**config.mk**
```make
export PLATFORM = sky130hd
export DESIGN_NAME = mem_stage_flat
export DESIGN_NICKNAME = d
export VERILOG_FILES = /design/src/rtl/mem_stage_pkg.sv /design/src/rtl/mem_stage_if.sv /design/src/rtl/mem_stage.sv /design/src/flat_wrapper.sv
export SDC_FILE = /design/constraint.sdc
export NUM_CORES = 1
export LEC_CHECK = 0
export ABC_AREA = 1
export CAP_MARGIN = 20
export CORE_MARGIN = 2
export CORE_UTILIZATION = 30
export DETAILED_ROUTE_END_ITERATION = 10
export PLACE_DENSITY = 0.64
export SLEW_MARGIN = 0
export SYNTH_ARGS = -nofsm -noshare
export SYNTH_HDL_FRONTEND = slang
export SYNTH_SLANG_ARGS = --single-unit
export TNS_END_PERCENT = 1
```
**constraint.sdc**
```tcl
create_clock -name clk -period 1.61 [get_ports clk]
set_input_delay 0.2415 -clock clk [delete_from_list [all_inputs] [get_ports clk]]
set_output_delay 0.2415 -clock clk [all_outputs]
set_load 0.02 [all_outputs]
```
**src/rtl/mem_stage_pkg.sv**
```systemverilog
// Shared types and opcodes for the memory-access stage.
package mem_stage_pkg;

  localparam int unsigned DATA_W = 16;
  localparam int unsigned OP_W   = 8;

  localparam logic [OP_W-1:0] OPC_ADD  = 8'h01;
  localparam logic [OP_W-1:0] OPC_XOR  = 8'h02;
  localparam logic [OP_W-1:0] OPC_LD   = 8'h20;
  localparam logic [OP_W-1:0] OPC_ST   = 8'h21;
  localparam logic [OP_W-1:0] OPC_PUSH = 8'h22;
  localparam logic [OP_W-1:0] OPC_POP  = 8'h23;

  typedef enum logic {
    MS_IDLE = 1'b0,
    MS_BUS  = 1'b1
  } ms_state_e;

  typedef struct packed {
    logic              we;
    logic [DATA_W-1:0] addr;
    logic [DATA_W-1:0] wdata;
  } mem_cmd_t;

  function automatic logic is_mem_op(input logic [OP_W-1:0] opc);
    return (opc == OPC_LD) || (opc == OPC_ST) || (opc == OPC_PUSH) || (opc == OPC_POP);
  endfunction

  function automatic logic is_write_op(input logic [OP_W-1:0] opc);
    return (opc == OPC_ST) || (opc == OPC_PUSH);
  endfunction

endpackage

```
**src/rtl/mem_stage_if.sv**
```systemverilog
// req/ack data bus between the memory stage (master) and memory (slave).
interface mem_stage_if;
  import mem_stage_pkg::*;

  logic              req;
  logic              we;
  logic [DATA_W-1:0] addr;
  logic [DATA_W-1:0] wdata;
  logic              ack;
  logic [DATA_W-1:0] rdata;

  modport master (output req, we, addr, wdata, input ack, rdata);
  modport slave  (input req, we, addr, wdata, output ack, rdata);
endinterface

```
**src/rtl/mem_stage.sv**
```systemverilog
// Memory-access stage: runs LD/ST/PUSH/POP on the req/ack bus, passes other ops through,
// and presents writeback and SP-update results one pulse per operation.
module mem_stage
  import mem_stage_pkg::*;
#(
  parameter int unsigned TIMEOUT = 255
) (
  input  logic              clk,
  input  logic              rst,
  input  logic              en_i,
  input  logic [OP_W-1:0]   alu_control_i,
  input  logic [DATA_W-1:0] alu_out_i,
  input  logic [DATA_W-1:0] store_data_i,
  input  logic              alu_write_i,
  input  logic [DATA_W-1:0] sp_in_i,
  output logic              stall_o,
  mem_stage_if.master       mem,
  output logic              wb_valid_o,
  output logic              wb_write_o,
  output logic [DATA_W-1:0] wb_data_o,
  output logic              sp_write_o,
  output logic [DATA_W-1:0] sp_data_o,
  output logic              align_err_o,
  output logic              bus_err_o
);

  localparam int unsigned CNT_W = (TIMEOUT == 0) ? 1 : $clog2(TIMEOUT + 1);

  ms_state_e         state_q, state_d;
  logic [CNT_W-1:0]  cnt_q, cnt_d;
  logic [OP_W-1:0]   opc_q, opc_d;
  logic [DATA_W-1:0] sp_in_q, sp_in_d;
  mem_cmd_t          cmd_q, cmd_d;
  logic              req_q, req_d;
  logic              stall_q, stall_d;
  logic              wb_valid_q, wb_valid_d;
  logic              wb_write_q, wb_write_d;
  logic [DATA_W-1:0] wb_data_q, wb_data_d;
  logic              sp_write_q, sp_write_d;
  logic [DATA_W-1:0] sp_data_q, sp_data_d;
  logic              align_err_q, align_err_d;
  logic              bus_err_q, bus_err_d;

  // State and output registers
  always_ff @(posedge clk) begin
    if (rst) begin
      state_q     <= MS_IDLE;
      cnt_q       <= '0;
      opc_q       <= '0;
      sp_in_q     <= '0;
      cmd_q       <= '0;
      req_q       <= 1'b0;
      stall_q     <= 1'b0;
      wb_valid_q  <= 1'b0;
      wb_write_q  <= 1'b0;
      wb_data_q   <= '0;
      sp_write_q  <= 1'b0;
      sp_data_q   <= '0;
      align_err_q <= 1'b0;
      bus_err_q   <= 1'b0;
    end else begin
      state_q     <= state_d;
      cnt_q       <= cnt_d;
      opc_q       <= opc_d;
      sp_in_q     <= sp_in_d;
      cmd_q       <= cmd_d;
      req_q       <= req_d;
      stall_q     <= stall_d;
      wb_valid_q  <= wb_valid_d;
      wb_write_q  <= wb_write_d;
      wb_data_q   <= wb_data_d;
      sp_write_q  <= sp_write_d;
      sp_data_q   <= sp_data_d;
      align_err_q <= align_err_d;
      bus_err_q   <= bus_err_d;
    end
  end

  // Next-state and output logic; result pulses default low every cycle
  always_comb begin
    state_d     = state_q;
    cnt_d       = cnt_q;
    opc_d       = opc_q;
    sp_in_d     = sp_in_q;
    cmd_d       = cmd_q;
    req_d       = req_q;
    wb_valid_d  = 1'b0;
    wb_write_d  = 1'b0;
    wb_data_d   = wb_data_q;
    sp_write_d  = 1'b0;
    sp_data_d   = sp_data_q;
    align_err_d = 1'b0;
    bus_err_d   = 1'b0;

    unique case (state_q)
      MS_IDLE: begin
        if (en_i) begin
          opc_d   = alu_control_i;
          sp_in_d = sp_in_i;
          cnt_d   = '0;
          if (!is_mem_op(alu_control_i)) begin
            wb_valid_d = 1'b1;
            wb_write_d = alu_write_i;
            wb_data_d  = alu_out_i;
          end else if (alu_out_i[0]) begin
            wb_valid_d  = 1'b1;
            align_err_d = 1'b1;
          end else begin
            state_d     = MS_BUS;
            req_d       = 1'b1;
            cmd_d.we    = is_write_op(alu_control_i);
            cmd_d.addr  = alu_out_i;
            cmd_d.wdata = store_data_i;
          end
        end
      end
      MS_BUS: begin
        // ack takes priority over a timeout falling on the same edge
        if (mem.ack) begin
          state_d    = MS_IDLE;
          req_d      = 1'b0;
          wb_valid_d = 1'b1;
          unique case (opc_q)
            OPC_LD: begin
              wb_write_d = 1'b1;
              wb_data_d  = mem.rdata;
            end
            OPC_POP: begin
              wb_write_d = 1'b1;
              wb_data_d  = mem.rdata;
              sp_write_d = 1'b1;
              sp_data_d  = sp_in_q;
            end
            OPC_PUSH: begin
              sp_write_d = 1'b1;
              sp_data_d  = sp_in_q;
            end
            default: ;
          endcase
        end else begin
          cnt_d = cnt_q + CNT_W'(1);
          if ((TIMEOUT != 0) && (cnt_d == CNT_W'(TIMEOUT))) begin
            state_d    = MS_IDLE;
            req_d      = 1'b0;
            wb_valid_d = 1'b1;
            bus_err_d  = 1'b1;
          end
        end
      end
      default: state_d = MS_IDLE;
    endcase

    stall_d = (state_d != MS_IDLE);
  end

  assign stall_o     = stall_q;
  assign mem.req     = req_q;
  assign mem.we      = cmd_q.we;
  assign mem.addr    = cmd_q.addr;
  assign mem.wdata   = cmd_q.wdata;
  assign wb_valid_o  = wb_valid_q;
  assign wb_write_o  = wb_write_q;
  assign wb_data_o   = wb_data_q;
  assign sp_write_o  = sp_write_q;
  assign sp_data_o   = sp_data_q;
  assign align_err_o = align_err_q;
  assign bus_err_o   = bus_err_q;

endmodule

```
**src/flat_wrapper.sv**
```systemverilog
// flat-port wrapper written by rule: the top's interface ports become plain ports
module mem_stage_flat import mem_stage_pkg::*;
#(
  parameter int unsigned TIMEOUT = 255
)
  (clk, rst, en_i, alu_control_i, alu_out_i, store_data_i, alu_write_i, sp_in_i, stall_o, wb_valid_o, wb_write_o, wb_data_o, sp_write_o, sp_data_o, align_err_o, bus_err_o, mem_req, mem_we, mem_addr, mem_wdata, mem_ack, mem_rdata);
  mem_stage_if mem_i ();
  input  logic clk;
  input  logic rst;
  input  logic en_i;
  input  logic [OP_W-1:0] alu_control_i;
  input  logic [DATA_W-1:0] alu_out_i;
  input  logic [DATA_W-1:0] store_data_i;
  input  logic alu_write_i;
  input  logic [DATA_W-1:0] sp_in_i;
  output logic stall_o;
  output logic wb_valid_o;
  output logic wb_write_o;
  output logic [DATA_W-1:0] wb_data_o;
  output logic sp_write_o;
  output logic [DATA_W-1:0] sp_data_o;
  output logic align_err_o;
  output logic bus_err_o;
  output wire logic [$bits(mem_i.req)-1:0] mem_req;
  output wire logic [$bits(mem_i.we)-1:0] mem_we;
  output wire logic [$bits(mem_i.addr)-1:0] mem_addr;
  output wire logic [$bits(mem_i.wdata)-1:0] mem_wdata;
  input wire logic [$bits(mem_i.ack)-1:0] mem_ack;
  input wire logic [$bits(mem_i.rdata)-1:0] mem_rdata;
  assign mem_req = mem_i.req;
  assign mem_we = mem_i.we;
  assign mem_addr = mem_i.addr;
  assign mem_wdata = mem_i.wdata;
  assign mem_i.ack = mem_ack;
  assign mem_i.rdata = mem_rdata;
  mem_stage #(.TIMEOUT(TIMEOUT)) u_core (.clk(clk), .rst(rst), .en_i(en_i), .alu_control_i(alu_control_i), .alu_out_i(alu_out_i), .store_data_i(store_data_i), .alu_write_i(alu_write_i), .sp_in_i(sp_in_i), .stall_o(stall_o), .mem(mem_i), .wb_valid_o(wb_valid_o), .wb_write_o(wb_write_o), .wb_data_o(wb_data_o), .sp_write_o(sp_write_o), .sp_data_o(sp_data_o), .align_err_o(align_err_o), .bus_err_o(bus_err_o));
endmodule
```
==> reports/results.ini <==
[logic_synthesis]
synth_area_leader_cell=dfxtp_1
synth_edf_count=0
ys_seq_elements=103
netlist.area_leader.share_pct=50.4
ys.flop_type=dfxtp_1
yosys-top-cells-count=nor2_1 (164), dfxtp_1 (103), o21ai_0 (73)
synth_area_leaders=dfxtp_1 (50%), nor2_1 (15%), o21ai_0 (8.9%), nand2_1 (4.8%), a21oi_1 (3.9%)
synth_warnings=0
ys_seq_area_share_pct=50.4
synth_cells=543
syn_area_mm2=0.00409
ys_async_sr_fraction_pct=0
ys_types=31
synth_area_per_cell_um2=7.54
synthMostInstantiatedCell=nor2_1
synth_nets=622

[placed_design]
dp_hpwl_um=8330
port_buffers=147
placed_cell_area_mm2=0.00592
place_congestion=0.798
place_inst=861
dpl_worst_slack_ns=-0.279

[cells_and_area]
area_growth_pct=53.1
antenna_cells=0
layout.cells.non_filler=877
fillCellCount=1336
stdcell_area_mm2=0.00627
drive_gt1_share_pct=8.42
fin_nets=775

[drt]
wire_per_inst_um=13.3
drc=0
drt-vias-per-instance=4.62
num_vias=4055
drtIter0Drc=186
detail-route-antenna-nets=0
first_pass_iters=4
routed_wl_um=11700

[floorplan]
initial_core_util_pct=30.8
pin_count=149
fp.dieH_um=121
core_area_mm2=0.0133
row_count=42
dieArea_mm2=0.0146
die_x_um=121

[global_routing]
antenna_found_initial=0
grt_pass1_vias=3943
grt-ovfl-total=0
grt_pass1_wl_um=19000
grt.total_usage_pct=16.3
grt_max_degree=50

[critical_path]
cpPeakStageDelay_ns=0.64
cp.arrival_ns=1.32
critPathBufInv=1
rr_startpoint=u_core.stall_o$_SDFF_PP0_
worstPathRequired_ns=1.37
cp_max_fo=2
path_class=reg -> out
worstPathCellList=clkdlybuf4s50_1
crit_slowest_cell=clkdlybuf4s50_1
start_kind=register
rr_worst_depth=7
worstReg2RegEnd=u_core.sp_data_o[11]$_SDFFE_PP0P_
regToRegSetupSlack_ns=0.17
cp_top_family=buffers and inverters
end_kind=primary output

[clocking]
post_cts_buffers=0
root_buffer=clkbuf_16
cts.sinks=103
clk_latency_ns=0.35
hold_buffers=0
cts_tree=done
htreeDepth=3
path_clk_slew_ns=0.07
numCtsBuffers=9
clk_path_buf_depth=2

[timing]
finalCritPeriodShare_pct=96.9
rsz0062_at_grt=yes
final_hold_viol_count=0
finalClockSkew_ns=0.00434
setup_viol=0
whs_ns=0.453
fin_ws_ns=0.0507
max_clock_freq_mhz=641
maxSlewViolCount=0
layout_min_cycle_time_ns=1.56

[pwr]
power_density_mw_per_mm2=883
leakagePower_nw=2.57
vdd_drop_max_uv=499

[worst_hold_path]
min_to=u_core.opc_q[3]$_SDFFE_PP0P_
hp-start=u_core.opc_q[3]$_SDFFE_PP0P_
hold_path_class=reg -> reg
holdPathStages=2

[status]
status=finished, final reports clean

[run]
drv_cap=0

-- layout make-up --
class	count	area, um^2	share of cell area [%]
inverter	24	92.6	1.48
clock buffer	12	267	4.25
multi-input combinational	384	1800	28.8
timing repair buffer	174	1770	28.2
tap	176	220	3.51
sequential	103	2060	32.9
clock inverter	4	51.3	0.818
-- timing repair --
item,in CTS,in global routing
pin swaps,0,1
gates resized for setup,1,14
setup endpoints to repair,1,20
-- metal layers --
| layer | vias up | GRT usage, % | part of all wire, % |
|---|---|---|---|
| met5 | - | 0 | 0 |
| met4 | 0 | 5.81 | 1.6 |
| met3 | 13 | 4.20 | 6.1 |
| met2 | 111 | 26.6 | 47 |
| met1 | 1867 | 20.8 | 45 |
| li1 | 2064 | - | - |
-- worst max path at each step --
stage / startpoint / slack [ns] / end / cells past startpoint
floorplan: u_core.stall_o$_SDFF_PP0_ / 0.15 / u_core.wb_data_o[10]$_SDFFE_PP0P_ / 6
global placement: alu_control_i[3] / -0.22 / u_core.mem.addr[3]$_SDFFE_PP0P_ / 7
detailed placement: alu_control_i[3] / -0.28 / u_core.mem.addr[2]$_SDFFE_PP0P_ / 7
CTS: u_core.sp_data_o[1]$_SDFFE_PP0P_ / 0.01 / sp_data_o[1] / 1
global route: u_core.stall_o$_SDFF_PP0_ / -0.01 / stall_o / 2
finish: u_core.mem.addr[14]$_SDFFE_PP0P_ / 0.05 / mem_addr[14] / 1
-- through the flow --
| stage | util (%) | power [mW] | setup TNS (ns) |
|---|---|---|---|
| 2_1_floorplan | - | 2.96 | 0 |
| 3_3_place_gp | 44.5 | 3.30 | -8.14 |
| 3_5_place_dp | 44.5 | 3.31 | -10.73 |
| 4_1_cts | 46.9 | 5.62 | 0 |
| 5_1_grt | 47.1 | 5.77 | -0.0193 |
| 6_report | 47.1 | 5.54 | 0 |
-- layout by cell type, fill, tap and decap left out, types with 5 or more instances in the layout --
cell / count
a21oi_1: 32
buf_12: 6
buf_4: 20
clkbuf_16: 9
clkdlybuf4s50_1: 139
dfxtp_1: 102
dlymetal6s2s_1: 7
inv_1: 18
inv_2: 5
mux2i_1: 15
nand2_1: 52
nand3_1: 25
nor2_1: 163
o21ai_0: 73
-- report_power, final --
part / switching, mW / internal, mW
Clock: 0.947 / 1.34
Combinational: 0.269 / 0.325
Sequential: 0.0361 / 2.62
-- logic make-up after synthesis --
family / share of synthesized area, %
compound gates: 13.8
xor+xnor: 0.428
mux: 3.67
fa+ha+maj: 0.611
buf+inv: 5.68
flops: 50.4
other cells: 0.0916
simple gates: 25.3
-- worst register-to-register path, delay by kind of cell (launching register included) --
kind / cells / cell delay [ns]
DFF: 1 / 0.42
AOI/OAI and AO/OA: 1 / 0.16
and+or+nand+nor: 3 / 0.29
buffers and inverters: 3 / 0.45
-- registers in the layout, summed over array words and instances (netlist names), 8 cells and up --
name and flops:
u_core.mem.wdata 16, u_core.mem.addr 15, u_core.opc_q 8, u_core.sp_data_o 16, u_core.cnt_q 8, u_core.wb_data_o 16, u_core.sp_in_q 16
Power figures use the tool's default switching activity.
